<file path="src/rtl/clock_sim_pkg.sv">
// Shared definitions for the time-of-day clock slice.
// Contents: BCD digit widths, set-field select encodings, reset time
// constants and a BCD hour increment helper used by the hours logic.
package clock_sim_pkg;

    localparam int HR_TENS_W  = 2;
    localparam int MIN_TENS_W = 3;
    localparam int SEC_TENS_W = 3;
    localparam int ONES_W     = 4;

    // set_sel encodings
    localparam logic SEL_MIN = 1'b0;
    localparam logic SEL_HR  = 1'b1;

    // Reset hours as packed BCD {tens[1:0], ones[3:0]}
    localparam logic [5:0] RST_HR_24 = 6'h00;
    localparam logic [5:0] RST_HR_12 = 6'h12;
    localparam logic [3:0] RST_ZERO  = 4'd0;

    // Plain BCD +1 on a packed hour; range wrap is handled by the caller.
    function automatic logic [5:0] bcd_hr_inc(input logic [5:0] hr);
        logic [5:0] r;
        if (hr[3:0] == 4'd9) begin
            r = {hr[5:4] + 2'd1, 4'd0};
        end else begin
            r = {hr[5:4], hr[3:0] + 4'd1};
        end
        return r;
    endfunction

endpackage

</file>
<file path="src/rtl/bcd_mod_counter.sv">
// Two-digit BCD modulo counter (used for seconds and minutes).
// Counts 00..MAX_TENS:MAX_ONES and wraps to 00.
// Ports:
//   clock, reset  posedge clock, async active-low reset to 00
//   inc           advance by one
//   clr           force 00 (wins over inc, never carries)
//   tens, ones    registered BCD digits
//   carry         combinational: inc is wrapping the counter this cycle
module bcd_mod_counter
    import clock_sim_pkg::*;
#(
    parameter int TENS_W   = 3,
    parameter int MAX_TENS = 5,
    parameter int MAX_ONES = 9
) (
    input  logic              clock,
    input  logic              reset,
    input  logic              inc,
    input  logic              clr,
    output logic [TENS_W-1:0] tens,
    output logic [3:0]        ones,
    output logic              carry
);

    logic [TENS_W-1:0] tens_q, tens_d;
    logic [3:0]        ones_q, ones_d;
    logic              at_max;

    assign at_max = (tens_q == TENS_W'(MAX_TENS)) && (ones_q == 4'(MAX_ONES));

    always_comb begin
        tens_d = tens_q;
        ones_d = ones_q;
        carry  = 1'b0;
        if (clr) begin
            tens_d = '0;
            ones_d = RST_ZERO;
        end else if (inc) begin
            if (at_max) begin
                tens_d = '0;
                ones_d = RST_ZERO;
                carry  = 1'b1;
            end else if (ones_q == 4'd9) begin
                tens_d = tens_q + 1'b1;
                ones_d = 4'd0;
            end else begin
                ones_d = ones_q + 4'd1;
            end
        end
    end

    always_ff @(posedge clock or negedge reset) begin
        if (!reset) begin
            tens_q <= '0;
            ones_q <= RST_ZERO;
        end else begin
            tens_q <= tens_d;
            ones_q <= ones_d;
        end
    end

    assign tens = tens_q;
    assign ones = ones_q;

endmodule

</file>
<file path="src/rtl/time_of_day_counter.sv">
// Wall-clock time keeper: counts divider tick edges as seconds and keeps
// BCD hh:mm:ss, with a set-time mode for manual hour/minute adjustment.
// Ports:
//   clock, reset        posedge clock, async active-low reset
//   tick_in             divider square wave (one rising edge per second)
//   run                 enables time advance
//   set_mode/set_sel    set-time mode and field select (0 min, 1 hr)
//   inc_pulse           increment selected field while in set mode
//   hr_*/min_*/sec_*    BCD time digits
//   pm                  PM flag in 12h mode, 0 otherwise
//   sec_pulse, day_wrap one-cycle strobes on second advance / day rollover
module time_of_day_counter
    import clock_sim_pkg::*;
#(
    parameter int MODE_12H = 0
) (
    input  logic                  clock,
    input  logic                  reset,
    input  logic                  tick_in,
    input  logic                  run,
    input  logic                  set_mode,
    input  logic                  set_sel,
    input  logic                  inc_pulse,
    output logic [HR_TENS_W-1:0]  hr_tens,
    output logic [ONES_W-1:0]     hr_ones,
    output logic [MIN_TENS_W-1:0] min_tens,
    output logic [ONES_W-1:0]     min_ones,
    output logic [SEC_TENS_W-1:0] sec_tens,
    output logic [ONES_W-1:0]     sec_ones,
    output logic                  pm,
    output logic                  sec_pulse,
    output logic                  day_wrap
);

    localparam logic [5:0] HR_RST = (MODE_12H != 0) ? RST_HR_12 : RST_HR_24;

    logic       tick_q, tick_d;
    logic       set_q, set_d;
    logic [5:0] hr_q, hr_d;
    logic       pm_q, pm_d;
    logic       sec_pulse_q, sec_pulse_d;
    logic       day_wrap_q, day_wrap_d;

    logic tick_rise, advance, set_rise;
    logic inc_set, min_inc, hr_inc_tick, hr_inc, hr_wrap;
    logic sec_carry, min_carry;

    // tick_q resets high so a divider that idles high after reset gives no edge
    assign tick_rise = tick_in & ~tick_q;
    assign advance   = tick_rise & run & ~set_mode;
    assign set_rise  = set_mode & ~set_q;
    assign inc_set   = set_mode & inc_pulse;

    // Minutes move on a seconds carry or a manual minute increment. The two
    // never coincide (advance needs set_mode=0), so min_carry into hours is
    // qualified by advance to keep manual increments from carrying.
    assign min_inc     = (advance & sec_carry) | (inc_set & (set_sel == SEL_MIN));
    assign hr_inc_tick = advance & sec_carry & min_carry;
    assign hr_inc      = hr_inc_tick | (inc_set & (set_sel == SEL_HR));

    bcd_mod_counter #(
        .TENS_W  (SEC_TENS_W),
        .MAX_TENS(5),
        .MAX_ONES(9)
    ) u_sec (
        .clock(clock),
        .reset(reset),
        .inc  (advance),
        .clr  (set_rise),
        .tens (sec_tens),
        .ones (sec_ones),
        .carry(sec_carry)
    );

    bcd_mod_counter #(
        .TENS_W  (MIN_TENS_W),
        .MAX_TENS(5),
        .MAX_ONES(9)
    ) u_min (
        .clock(clock),
        .reset(reset),
        .inc  (min_inc),
        .clr  (1'b0),
        .tens (min_tens),
        .ones (min_ones),
        .carry(min_carry)
    );

    always_comb begin
        tick_d      = tick_in;
        set_d       = set_mode;
        hr_d        = hr_q;
        pm_d        = pm_q;
        hr_wrap     = 1'b0;
        if (hr_inc) begin
            if (MODE_12H != 0) begin
                if (hr_q == 6'h12) begin
                    hr_d = 6'h01;
                end else if (hr_q == 6'h11) begin
                    // 11->12 flips AM/PM; leaving PM means the day rolled over
                    hr_d    = 6'h12;
                    pm_d    = ~pm_q;
                    hr_wrap = pm_q;
                end else begin
                    hr_d = bcd_hr_inc(hr_q);
                end
            end else if (hr_q == 6'h23) begin
                hr_d    = 6'h00;
                hr_wrap = 1'b1;
            end else begin
                hr_d = bcd_hr_inc(hr_q);
            end
        end
        sec_pulse_d = advance;
        // manual hour increments never report a day rollover
        day_wrap_d  = hr_inc_tick & hr_wrap;
    end

    always_ff @(posedge clock or negedge reset) begin
        if (!reset) begin
            tick_q      <= 1'b1;
            set_q       <= 1'b0;
            hr_q        <= HR_RST;
            pm_q        <= 1'b0;
            sec_pulse_q <= 1'b0;
            day_wrap_q  <= 1'b0;
        end else begin
            tick_q      <= tick_d;
            set_q       <= set_d;
            hr_q        <= hr_d;
            pm_q        <= pm_d;
            sec_pulse_q <= sec_pulse_d;
            day_wrap_q  <= day_wrap_d;
        end
    end

    assign hr_tens   = hr_q[5:4];
    assign hr_ones   = hr_q[3:0];
    assign pm        = pm_q;
    assign sec_pulse = sec_pulse_q;
    assign day_wrap  = day_wrap_q;

endmodule

</file>
<file path="config.mk">
export PLATFORM = sky130hd
export DESIGN_NAME = time_of_day_counter
export DESIGN_NICKNAME = d
export VERILOG_FILES = /design/src/rtl/clock_sim_pkg.sv /design/src/rtl/bcd_mod_counter.sv /design/src/rtl/time_of_day_counter.sv
export SDC_FILE = /design/constraint.sdc
export NUM_CORES = 1
export LEC_CHECK = 0
export CORE_ASPECT_RATIO = 0.8
export CORE_MARGIN = 2
export CORE_UTILIZATION = 44
export CTS_BUF_LIST = sky130_fd_sc_hd__clkbuf_8 sky130_fd_sc_hd__clkbuf_16
export CTS_CLUSTER_SIZE = 10
export DETAILED_ROUTE_END_ITERATION = 8
export GPL_ROUTABILITY_DRIVEN = 0
export PLACE_DENSITY = 0.79
export SYNTH_ARGS = -nofsm -noshare
export SYNTH_HDL_FRONTEND = slang
export SYNTH_SLANG_ARGS = --single-unit
</file>
<file path="constraint.sdc">
create_clock -name clock -period 1.8 [get_ports clock]
set_clock_uncertainty 0.05 [all_clocks]
set_input_delay 0.36 -clock clock [delete_from_list [all_inputs] [get_ports clock]]
set_output_delay 0.36 -clock clock [all_outputs]
set_load 0.02 [all_outputs]
</file>
==> impl_metrics.csv <==
group,metric,value,unit
die,dieHeight,53.22,µm
pwr,ir_drop,0.5522,mV
timing,setup_viol,0,
outcome,status,"finished clean",
grt,antenna_found_initial,0,
placed_design,preCtsSetupSlack,-402.1,ps
synth,synthArstFlopShare,100.0,%
die,core-area,2829,µm²
grt,grt_pass1_vias,1113,
grt,busiest_layer,"met2",
detailed_routing,drt-pass1-iter-count,4,
placed_design,dp_hpwl,2171,µm
timing,rsz0062_at_grt,"yes",
clock_network,cts_hold_buf,0,
detailed_routing,avgViaCountPerCell,5.553,
timing,slew_viol_final,0,
clock_network,clk_pin_slew,80,ps
timing,fmax,575.4,MHz
critical_path,critical_path.top_delay_family,"buffers and inverters",
critical_path,crit_chain,"clkdlybuf4s50_1",
clock_network,cts_root_buf,"clkbuf_8",
synth,yosysTopAreaCell,"dfrtp_1",
critical_path,cp.arrival,1330,ps
finish,num-nets-final,194,
job,maxCapViolations,0,
die,ioPinCount,30,
synth,synth_area,1333,µm²
finish,layout.cells.non_filler,215,
synth,synth_area_leaders,"dfrtp_1, ha_1, o21ai_0",
critical_path,end_kind,"output pin",
pwr,switching_power,0.0007683,W
finish,area_delta_synth_final,44.79,%
detailed_routing,drt.antenna.violating_nets,0,
critical_path,crit_slowest_cell,"clkdlybuf4s50_1",
timing,fin_crit,1738,ps
detailed_routing,avgRoutedWirePerCell,15.10,µm
pwr,internal-power,0.001297,W
grt,grt_max_degree,25,
synth,ys_seq_area_share,45.16,%
placed_design,dp.cells,208,
clock_network,cts_buffers,3,
pwr,power_density,1070,nW/µm²
synth,synth_cells,130,
finish,layout-drive-gt1-share,23.73,%
die,initial_core_util,47.10,%
finish,multiInputGateArea,749.5,µm²
grt,track_usage,19.94,%
critical_path,r2r_start,"u_sec.ones[1]$_DFFE_PN0P_",
timing,worst_slack,62.20,ps
critical_path,critical_path_buf_inv_count,1,
clock_network,clock-sinks,24,
detailed_routing,drtIter0Drc,30,
clock_network,clk_path_buf_depth,2,
timing,fin_setup_tns,0,ps
synth,synth.most_common_cell,"dfrtp_1",
pwr,switching_share,37.20,%
timing,finalCritPeriodShare,96.54,%
worst_hold_path,whs_path_depth,1,
pwr,leakage,0.9988,nW
synth,synth.distinct_cells,42,
grt,grt_util_met1,25.00,%
critical_path,cp.required,1390,ps
critical_path,r2r_end,"u_min.tens[0]$_DFFE_PN0P_",
clock_network,cts_htree_levels,1,
detailed_routing,vias,1194,
grt,globalRouteOverflowTotal,0,
placed_design,placement.io_buffers,28,
detailed_routing,wirelength,3247,µm
worst_hold_path,hold_path.class,"input pin to flop",
grt,grt_use_met2,34.35,%
synth,ys.flop_type,"dfrtp_1",
clock_network,cts_tree,"done",
clock_network,clk_latency,270,ps
die,std_cell_rows,17,
synth,synth_nets,146,
synth,synth_edf_count,0,
pwr,power_frac_clock,17.8,%
finish,fillers,220,
critical_path,ff2ff_setup_slack,60,ps
pwr,seq_power_share,38.1,%
grt,grt_pass1_wl,5230,µm
synth,ys_seq_elements,24,
finish,final-seq-area,606.8,µm²
synth,ys_top_cells_by_count,"dfrtp_1, nand2_1, o21ai_0, inv_1, ha_1",
synth,yosysTopAreaCellShare,43.19,%
worst_hold_path,min_to,"set_q$_DFF_PN0_",
pwr,p_comb_share,44.1,%
critical_path,cp_max_fo,5,
timing,hold_viol_final,0,
critical_path,worstSetupPathType,"flop to output pin",
critical_path,max_stage_delay,630,ps
grt,grt_use_met3,5.106,%
die,die_w,65.53,µm
worst_hold_path,hp-start,"set_mode",
synth,ys_warn_count,0,
finish,diodes,0,
critical_path,r2r_cells,6,
synth,avgSynthCellArea,10.25,µm²
detailed_routing,route.detailed.drc,0,
die,die_area,3487,µm²
critical_path,critPathLaunchType,"flop",
## per-layer routing
metal,up-vias,routed length [µm]
met1,573,1366
li1,572,-
met4,0,49
met2,43,1633
met5,-,0
met3,6,198
## flip-flops by register name, indices dropped and copies added, names as in the netlist
register	cells
u_min.tens	3
sec_pulse	1
hr_q	6
day_wrap	1
set_q	1
u_sec.ones	4
tick_q	1
u_sec.tens	3
u_min.ones	4
## how the worst max path moves through the flow
stage	from	to	slack, ps	cells after the start
5_1_grt	u_sec.tens[1]$_DFFE_PN0P_	u_min.tens[2]$_DFFE_PN0P_	-30	6
3_3_place_gp	set_mode	u_min.tens[1]$_DFFE_PN0P_	-330	5
6_report	hr_q[3]$_DFFE_PN0P_	hr_ones[3]	60	1
4_1_cts	u_sec.ones[1]$_DFFE_PN0P_	sec_ones[1]	10	2
2_1_floorplan	u_sec.ones[1]$_DFFE_PN0P_	hr_q[3]$_DFFE_PN0P_	-30	6
3_5_place_dp	set_mode	u_min.tens[1]$_DFFE_PN0P_	-400	5
## power groups by stage
stage / sequential [W] / clock, W / combinational, W
finish: 0.000788 / 0.000368 / 0.000910
global route: 0.000806 / 0.000402 / 0.000986
CTS: 0.000777 / 0.000378 / 0.000882
detailed placement: 0.000789 / 0 / 0.000873
global placement: 0.000778 / 0 / 0.000854
floorplan: 0.000934 / 0 / 0.000311
## cells by family after synthesis
logic type | after synthesis | share of synthesized area, %
adder cells (fa/ha/maj) | 9 | 8.451
other | 1 | 0.2814
buffers and inverters | 13 | 3.944
XOR/XNOR | 1 | 0.6574
multiplexers | 2 | 1.596
flip-flops | 24 | 45.16
AND/OR/NAND/NOR | 44 | 21.50
AO/OA/AOI/OAI | 36 | 18.40
## area by class of cell
class | count | share of cell area (%)
flip-flops and latches | 24 | 31.45
clock buffers | 4 | 2.853
inverters | 11 | 2.140
well taps | 38 | 2.464
multi-input cells | 93 | 38.85
repair buffers | 45 | 22.24
## per-stage QoR
step / utilization (%) / hold WS (ps) / cell area, µm² / power [W]
final: 68.20 / 380.2 / 1929 / 0.002065
after global routing: 68.20 / 385.0 / 1929 / 0.002195
after CTS: 65.59 / 373.9 / 1856 / 0.002038
after detailed placement: 63.07 / 449.3 / 1784 / 0.001662
after global placement: 63.07 / 436.1 / 1784 / 0.001632
after floorplan: - / 14.41 / 1363 / 0.001246
## timing repair
action | CTS | global route
setup buffers | 1 | 2
endpoints found under the setup margin | 9 | 21
gates resized for setup | 6 | 20
pin swaps | 2 | 2
## placed cells by master, fill, tap and decap left out, drive strengths merged, types with 2 or more instances in the layout
cell type      Yosys  final
nor2               6      6
and3               2      2
buf                1     17
a21oi              2      2
a21o               2      2
dlygate4sd2        0      3
inv               11     11
nor4               2      2
nand3              4      4
clkbuf             1      4
nor2b              2      2
o211ai             2      2
o31ai              3      3
dlymetal6s2s       0     10
nand2             16     16
o21ai             14     14
a2111oi            3      3
a22o               2      2
dfrtp             23     23
ha                 9      9
nand4              2      2
nand3b             3      3
clkdlybuf4s50      0     15
No activity file was read; power rests on OpenSTA's default activity.
